$ cat config.mk
export PLATFORM = sky130hd
export DESIGN_NAME = i8008_bus_responder
export DESIGN_NICKNAME = d
export VERILOG_FILES = /design/src/rtl/i8008_bus_responder.sv
export SDC_FILE = /design/constraint.sdc
export NUM_CORES = 1
export LEC_CHECK = 0
export ABC_CLOCK_PERIOD_IN_PS = 2300
export CAP_MARGIN = 20
export CORE_ASPECT_RATIO = 0.7
export CORE_MARGIN = 2
export CORE_UTILIZATION = 46
export DETAILED_ROUTE_END_ITERATION = 8
export GPL_ROUTABILITY_DRIVEN = 0
export PLACE_DENSITY = 0.75
export RECOVER_POWER = 50
export SLEW_MARGIN = 0
export SYNTH_ARGS = -nofsm -noshare
export SYNTH_HDL_FRONTEND = slang
export SYNTH_SLANG_ARGS = --single-unit
export TNS_END_PERCENT = 20
$ cat constraint.sdc
create_clock -name clk -period 2.3 [get_ports clk]
set_input_delay 0.46 -clock clk [delete_from_list [all_inputs] [get_ports clk]]
set_output_delay 0.46 -clock clk [all_outputs]
set_load 0.005 [all_outputs]
$ cat src/rtl/i8008_bus_responder.sv
// Bus-side peer of i8008_core: decodes T-state/Sync/D_out into memory and I/O
// transactions, returns read data or interrupt jam opcodes, and stalls via READY.
module i8008_bus_responder #(
    parameter int unsigned IO_IN_PORTS  = 8,
    parameter int unsigned WAIT_TIMEOUT = 255
) (
    input  logic        clk,
    input  logic        rst,
    input  logic [7:0]  core_d_out,
    input  logic [2:0]  core_state,
    input  logic        core_sync,
    output logic [7:0]  core_d_in,
    output logic        core_ready,
    output logic        core_intr,
    input  logic        intr_req,
    input  logic [7:0]  irq_opcode,
    output logic [13:0] mem_addr,
    output logic        mem_rd,
    output logic        mem_wr,
    output logic [7:0]  mem_wdata,
    input  logic [7:0]  mem_rdata,
    input  logic        mem_ack,
    output logic [4:0]  io_port,
    output logic        io_rd,
    output logic        io_wr,
    output logic [7:0]  io_wdata,
    input  logic [7:0]  io_rdata,
    output logic        bus_err
);

    localparam logic [2:0] ST_T1  = 3'b010;
    localparam logic [2:0] ST_T1I = 3'b110;
    localparam logic [2:0] ST_T2  = 3'b100;
    localparam logic [2:0] ST_T3  = 3'b001;

    localparam logic [1:0] CT_PCI = 2'b00;
    localparam logic [1:0] CT_PCR = 2'b10;
    localparam logic [1:0] CT_PCC = 2'b01;
    localparam logic [1:0] CT_PCW = 2'b11;

    localparam int unsigned TW       = 8;
    localparam logic [TW-1:0] TMO_LAST = TW'(WAIT_TIMEOUT - 1);

    typedef enum logic [1:0] {IDLE, RD_REQ, WR_REQ, IO} state_t;

    state_t        state;
    logic [7:0]    addr_lo;
    logic [5:0]    addr_hi;
    logic [1:0]    ctype;
    logic          int_cyc;
    logic          wr_armed;
    logic          t2_pend;
    logic          intr_armed;
    logic [TW-1:0] timer;

    logic       t2_s_c, t3_s_c, t1i_s_c;
    logic       timeout_c, done_c, dsp_go_c;
    logic [1:0] dsp_ctype_c;
    logic [4:0] dsp_port_c;
    logic [5:0] dsp_hi_c;

    // A T2 is dispatched either live (from D_out) or deferred behind a posted write (from latches).
    always_comb begin
        t2_s_c      = core_sync && (core_state == ST_T2);
        t3_s_c      = core_sync && (core_state == ST_T3);
        t1i_s_c     = core_sync && (core_state == ST_T1I);
        timeout_c   = (mem_rd || mem_wr) && !mem_ack && (timer == TMO_LAST);
        done_c      = (state == WR_REQ) && (mem_ack || timeout_c);
        dsp_go_c    = (t2_s_c && ((state == IDLE) || done_c)) || (t2_pend && done_c);
        dsp_ctype_c = core_d_out[7:6];
        dsp_port_c  = core_d_out[5:1];
        dsp_hi_c    = core_d_out[5:0];
        if (t2_pend) begin
            dsp_ctype_c = ctype;
            dsp_port_c  = io_port;
            dsp_hi_c    = addr_hi;
        end
    end

    always_ff @(posedge clk) begin
        if (rst) begin
            state      <= IDLE;
            addr_lo    <= 8'h00;
            addr_hi    <= 6'h00;
            ctype      <= CT_PCI;
            int_cyc    <= 1'b0;
            wr_armed   <= 1'b0;
            t2_pend    <= 1'b0;
            intr_armed <= 1'b1;
            timer      <= '0;
            core_d_in  <= 8'h00;
            core_ready <= 1'b1;
            core_intr  <= 1'b0;
            mem_addr   <= 14'h0000;
            mem_rd     <= 1'b0;
            mem_wr     <= 1'b0;
            mem_wdata  <= 8'h00;
            io_port    <= 5'h00;
            io_rd      <= 1'b0;
            io_wr      <= 1'b0;
            io_wdata   <= 8'h00;
            bus_err    <= 1'b0;
        end else begin
            if (core_sync) begin
                case (core_state)
                    ST_T1: begin
                        addr_lo  <= core_d_out;
                        int_cyc  <= 1'b0;
                        wr_armed <= 1'b0;
                    end
                    ST_T1I: begin
                        addr_lo  <= core_d_out;
                        int_cyc  <= 1'b1;
                        wr_armed <= 1'b0;
                    end
                    ST_T2: begin
                        addr_hi <= core_d_out[5:0];
                        ctype   <= core_d_out[7:6];
                        io_port <= core_d_out[5:1];
                    end
                    default: ;
                endcase
            end

            // Level request re-arms only once it has been seen low.
            if (!intr_req) intr_armed <= 1'b1;
            if (t1i_s_c) begin
                core_intr <= 1'b0;
            end else if (intr_req && intr_armed) begin
                core_intr  <= 1'b1;
                intr_armed <= 1'b0;
            end

            io_rd <= 1'b0;
            io_wr <= 1'b0;

            case (state)
                IDLE: begin
                    if (t3_s_c && wr_armed) begin
                        mem_wdata <= core_d_out;
                        mem_addr  <= {addr_hi, addr_lo};
                        mem_wr    <= 1'b1;
                        timer     <= '0;
                        wr_armed  <= 1'b0;
                        state     <= WR_REQ;
                    end
                end
                RD_REQ: begin
                    if (mem_ack) begin
                        core_d_in  <= mem_rdata;
                        mem_rd     <= 1'b0;
                        core_ready <= 1'b1;
                        state      <= IDLE;
                    end else if (timeout_c) begin
                        core_d_in  <= 8'hFF;
                        mem_rd     <= 1'b0;
                        core_ready <= 1'b1;
                        bus_err    <= 1'b1;
                        state      <= IDLE;
                    end else begin
                        timer <= timer + TW'(1);
                    end
                end
                WR_REQ: begin
                    if (done_c) begin
                        mem_wr     <= 1'b0;
                        core_ready <= 1'b1;
                        state      <= IDLE;
                        if (timeout_c) bus_err <= 1'b1;
                    end else begin
                        timer <= timer + TW'(1);
                        if (t2_s_c) begin
                            t2_pend    <= 1'b1;
                            core_ready <= 1'b0;
                        end
                    end
                end
                IO: begin
                    if (io_rd) core_d_in <= io_rdata;
                    state <= IDLE;
                end
                default: state <= IDLE;
            endcase

            // Placed last so it overrides the write-completion return to IDLE.
            if (dsp_go_c) begin
                t2_pend    <= 1'b0;
                core_ready <= 1'b1;
                state      <= IDLE;
                case (dsp_ctype_c)
                    CT_PCI, CT_PCR: begin
                        if (dsp_ctype_c == CT_PCI && int_cyc) begin
                            core_d_in <= irq_opcode;
                        end else begin
                            mem_addr   <= {dsp_hi_c, addr_lo};
                            mem_rd     <= 1'b1;
                            core_ready <= 1'b0;
                            timer      <= '0;
                            state      <= RD_REQ;
                        end
                    end
                    CT_PCW: wr_armed <= 1'b1;
                    CT_PCC: begin
                        io_wdata <= addr_lo;
                        if (32'(dsp_port_c) < IO_IN_PORTS) io_rd <= 1'b1;
                        else                               io_wr <= 1'b1;
                        state <= IO;
                    end
                    default: ;
                endcase
            end
        end
    end

endmodule

==> impl_metrics.sql, run 1 <==
INSERT INTO impl_metrics (metric_group, metric, value, unit) VALUES
('drt', 'drc', '0', ''),
('finish', 'fraction_of_layout_cells_with_a_size_suffix_above_1', '12.2', '%'),
('outcome', 'status', 'completed', ''),
('global_routing', 'maximum_number_of_pins_on_one_net_before_global_route_repair', '55', ''),
('timing', 'timing.final.ws_setup', '139', 'ps'),
('clocking', 'clkTransAtPathRegs', '70', 'ps'),
('logic_synthesis', 'yosys_warnings', '0', ''),
('floorplan', 'fp.dieW', '111', 'microns'),
('critical_path', 'critPathArrivalTime', '2390', 'ps'),
('clocking', 'cts_tree', 'done', ''),
('logic_synthesis', 'synthArstFlopShare', '0', '%'),
('timing', 'worst-slew-pin-transition', '581', 'ps'),
('finish', 'most_common_cell_after_layout_fill_and_taps_aside', 'sky130_fd_sc_hd__dfxtp_1', ''),
('timing', 'fin_crit_sh', '94.0', '%'),
('critical_path', 'critical_path_class', 'in -> reg', ''),
('drt', 'final_antenna_net_count', '0', ''),
('timing', 'worst_clock_skew', '9.66', 'ps'),
('critical_path', 'worstSetupEndpointType', 'register', ''),
('timing', 'timing.fmax', '463', 'MHz'),
('finish', 'most-common-layout-cells', '75 x sky130_fd_sc_hd__dfxtp_1, 72 x sky130_fd_sc_hd__nand2_1, 47 x sky130_fd_sc_hd__nor2_1, 47 x sky130_fd_sc_hd__clkdlybuf4s50_1, 42 x sky130_fd_sc_hd__a21oi_1', ''),
('finish', 'layout.area.seq', '1500', 'sq um'),
('timing', 'period_needed', '2160', 'ps'),
('timing', 'slew-limit-headroom', '61.2', '%'),
('global_routing', 'globalRouteTotalUtil', '25.2', '%'),
('power', 'total_power', '3250', 'uW'),
('drt', 'initialDrtViolationCount', '288', ''),
('place', 'place_hpwl', '7.67', 'mm'),
('logic_synthesis', 'synth_edf_count', '0', ''),
('critical_path', 'worst_setup_path_start_kind', 'input port', ''),
('logic_synthesis', 'synthDistinctLibCells', '56', ''),
('floorplan', 'die_h', '78.7', 'microns'),
('timing', 'setup_repair_after_global_routing_missed_its_margin', 'no', ''),
('global_routing', 'grt_pass1_vias', '3516', ''),
('drt', 'detailroute.via_count', '3593', ''),
('global_routing', 'grt_antenna_before_repair', '0', ''),
('global_routing', 'overflow', '0', ''),
('critical_path', 'cp_data_required_time', '2530', 'ps'),
('finish', 'area_of_combinational_cells_with_multiple_inputs', '1990', 'sq um'),
('clocking', 'cts-htree-levels', '3', ''),
('logic_synthesis', 'syn_area', '3670', 'sq um'),
('floorplan', 'row_count', '27', ''),
('timing', 'final-setup-viol-count', '0', ''),
('place', 'post-place-ws', '-233', 'ps'),
('place', 'placement.io_buffers', '89', ''),
('drt', 'wl', '10.7', 'mm'),
('job', 'cap_viol_max_count', '0', ''),
('logic_synthesis', 'ys_seq_elements', '75', ''),
('timing', 'report.final.slew_viol_count', '0', ''),
('logic_synthesis', 'ys.flop_type', 'sky130_fd_sc_hd__dfxtp_1', ''),
('clocking', 'post-cts-setup-buffer-count', '0', ''),
('global_routing', 'grt_first_pass_wirelength', '17.7', 'mm'),
('clocking', 'cts.sink_count', '75', ''),
('power', 'cellLeakagePower', '0.00197', 'uW'),
('clocking', 'clock_tree.root_cell', 'sky130_fd_sc_hd__clkbuf_16', ''),
('floorplan', 'fp.dieArea', '8720', 'sq um'),
('floorplan', 'initial_core_util', '47.0', '%'),
('finish', 'antenna_cells_inserted', '0', ''),
('finish', 'final_util', '65.4', '%'),
('finish', 'num-nets-final', '587', ''),
('timing', 'final-hold-violation-count', '0', ''),
('power', 'cellPowerDensity', '636', 'nW/um^2'),
('drt', 'detail_route.first_pass.iterations', '5', ''),
('floorplan', 'fp.coreArea', '7800', 'sq um'),
('finish', 'n_fill_cell', '668', ''),
('min_path', 'timing.hold.worst.class', 'reg -> reg', ''),
('floorplan', 'design.portCount', '90', ''),
('finish', 'area_growth_syn_to_fin', '39.2', '%'),
('logic_synthesis', 'synthesis.nets', '486', ''),
('power', 'peakVddDrop', '0.000497', 'V'),
('logic_synthesis', 'syn_inst', '444', ''),
('clocking', 'clock_latency_reported_for_the_late_side_of_the_worst_skew_pair', '340', 'ps'),
('clocking', 'post_cts_resized', '0', ''),
('clocking', 'numCtsBuffers', '9', ''),
('timing', 'hold_ws', '466', 'ps'),
('clocking', 'clk_path_buf_depth', '2', ''),
('critical_path', 'worst-path-max-fanout', '15', ''),
('drt', 'wl_per_cell', '16.5', 'microns'),
('clocking', 'post_cts_hold_buffer_count', '0', ''),
('logic_synthesis', 'synth_seq_area_share', '40.9', '%'),
('logic_synthesis', 'postSynthAreaPerCell', '8.27', 'sq um'),
('drt', 'post_drt_via_cell_ratio', '5.52', '');
[area by class of cell]
cell class              count  area share [%]
multi-input cells         330            38.9
inverters                   8           0.588
repair buffers            121            22.1
flip-flops and latches     75            29.4
clock inverters             7            2.06
clock buffers               9            4.41
well taps                 101            2.47
[flip-flops by register name, indices dropped and copies added (netlist names)]
register,count
addr_lo,8
ctype,2
core_d_in,8
io_rd,1
intr_armed,1
wr_armed,1
io_port,5
mem_wr,1
timer,8
mem_rd,1
core_intr,1
addr_hi,1
io_wr,1
int_cyc,1
mem_addr,14
io_wdata,8
mem_wdata,8
state,2
core_ready,1
t2_pend,1
bus_err,1
[worst max-delay path, stage by stage]
cell,delay (ps)
sky130_fd_sc_hd__clkdlybuf4s50_1,560
sky130_fd_sc_hd__nand4bb_1,180
sky130_fd_sc_hd__a21o_1,290
sky130_fd_sc_hd__a2111oi_4,350
sky130_fd_sc_hd__buf_6,210
sky130_fd_sc_hd__a21oi_1,60
sky130_fd_sc_hd__a221oi_1,270
[cell usage after synthesis (6+ instances only)]
master / instances / area, sq um
sky130_fd_sc_hd__a211oi_1: 10 / 75.1
sky130_fd_sc_hd__a21oi_1: 42 / 210
sky130_fd_sc_hd__a22o_1: 6 / 52.6
sky130_fd_sc_hd__a22oi_1: 9 / 67.6
sky130_fd_sc_hd__buf_2: 6 / 30.0
sky130_fd_sc_hd__clkbuf_1: 17 / 63.8
sky130_fd_sc_hd__dfxtp_1: 75 / 1500
sky130_fd_sc_hd__inv_1: 8 / 30.0
sky130_fd_sc_hd__mux2_2: 6 / 67.6
sky130_fd_sc_hd__mux2i_1: 22 / 220
sky130_fd_sc_hd__nand2_1: 72 / 270
sky130_fd_sc_hd__nand2b_1: 19 / 119
sky130_fd_sc_hd__nand3_1: 12 / 60.1
sky130_fd_sc_hd__nor2_1: 47 / 176
sky130_fd_sc_hd__o21ai_0: 18 / 90.1
[routing by layer]
layer	share of wire [%]	track usage, %	up-vias
li1	-	-	1759
met1	48	36.0	1677
met2	43	38.4	137
met3	6.7	5.27	20
met4	1.7	7.50	0
met5	0	0	-
[power breakdown]
group | total [uW] | switching, uW | leakage, uW | internal [uW]
Sequential | 1350 | 27.2 | 0.000606 | 1320
Combinational | 334 | 177 | 0.00120 | 157
Clock | 1570 | 597 | 0.000159 | 969
[worst paths after layout]
check,slack (ps),cells past startpoint,start,endpoint
max,140,7,core_state[2],core_d_in[4]$_SDFF_PP0_
min,470,2,mem_wdata[0]$_SDFFE_PP0P_,mem_wdata[0]$_SDFFE_PP0P_
max reg2reg,190,7,timer[0]$_SDFF_PP0_,timer[2]$_SDFF_PP0_
min reg2reg,470,2,mem_wdata[0]$_SDFFE_PP0P_,mem_wdata[0]$_SDFFE_PP0P_
[per-stage QoR]
| step | cell area (sq um) | TNS (ps) | instances |
|---|---|---|---|
| after floorplan | 3670 | 0 | 444 |
| after global placement | 4780 | -2260 | 635 |
| after detailed placement | 4780 | -4580 | 635 |
| after CTS | 5110 | 0 | 651 |
| after global routing | 5110 | 0 | 651 |
| final | 5110 | 0 | 651 |
[cell families after synthesis]
| logic type | after synthesis | share of synthesized area [%] |
|---|---|---|
| simple gates | 182 | 23.3 |
| compound gates | 112 | 21.0 |
| flops | 75 | 40.9 |
| buf+inv | 39 | 4.91 |
| mux | 28 | 7.84 |
| xor+xnor | 6 | 1.43 |
| fa+ha+maj | 2 | 0.682 |
Note: power is estimated with default switching activity, not from simulation.
==> run 2: changes to the inputs <==
SLEW_MARGIN = 15   (was 0)
==> results of run 2 <==
The final DEF is identical to that of run 1; final timing and power are the same.
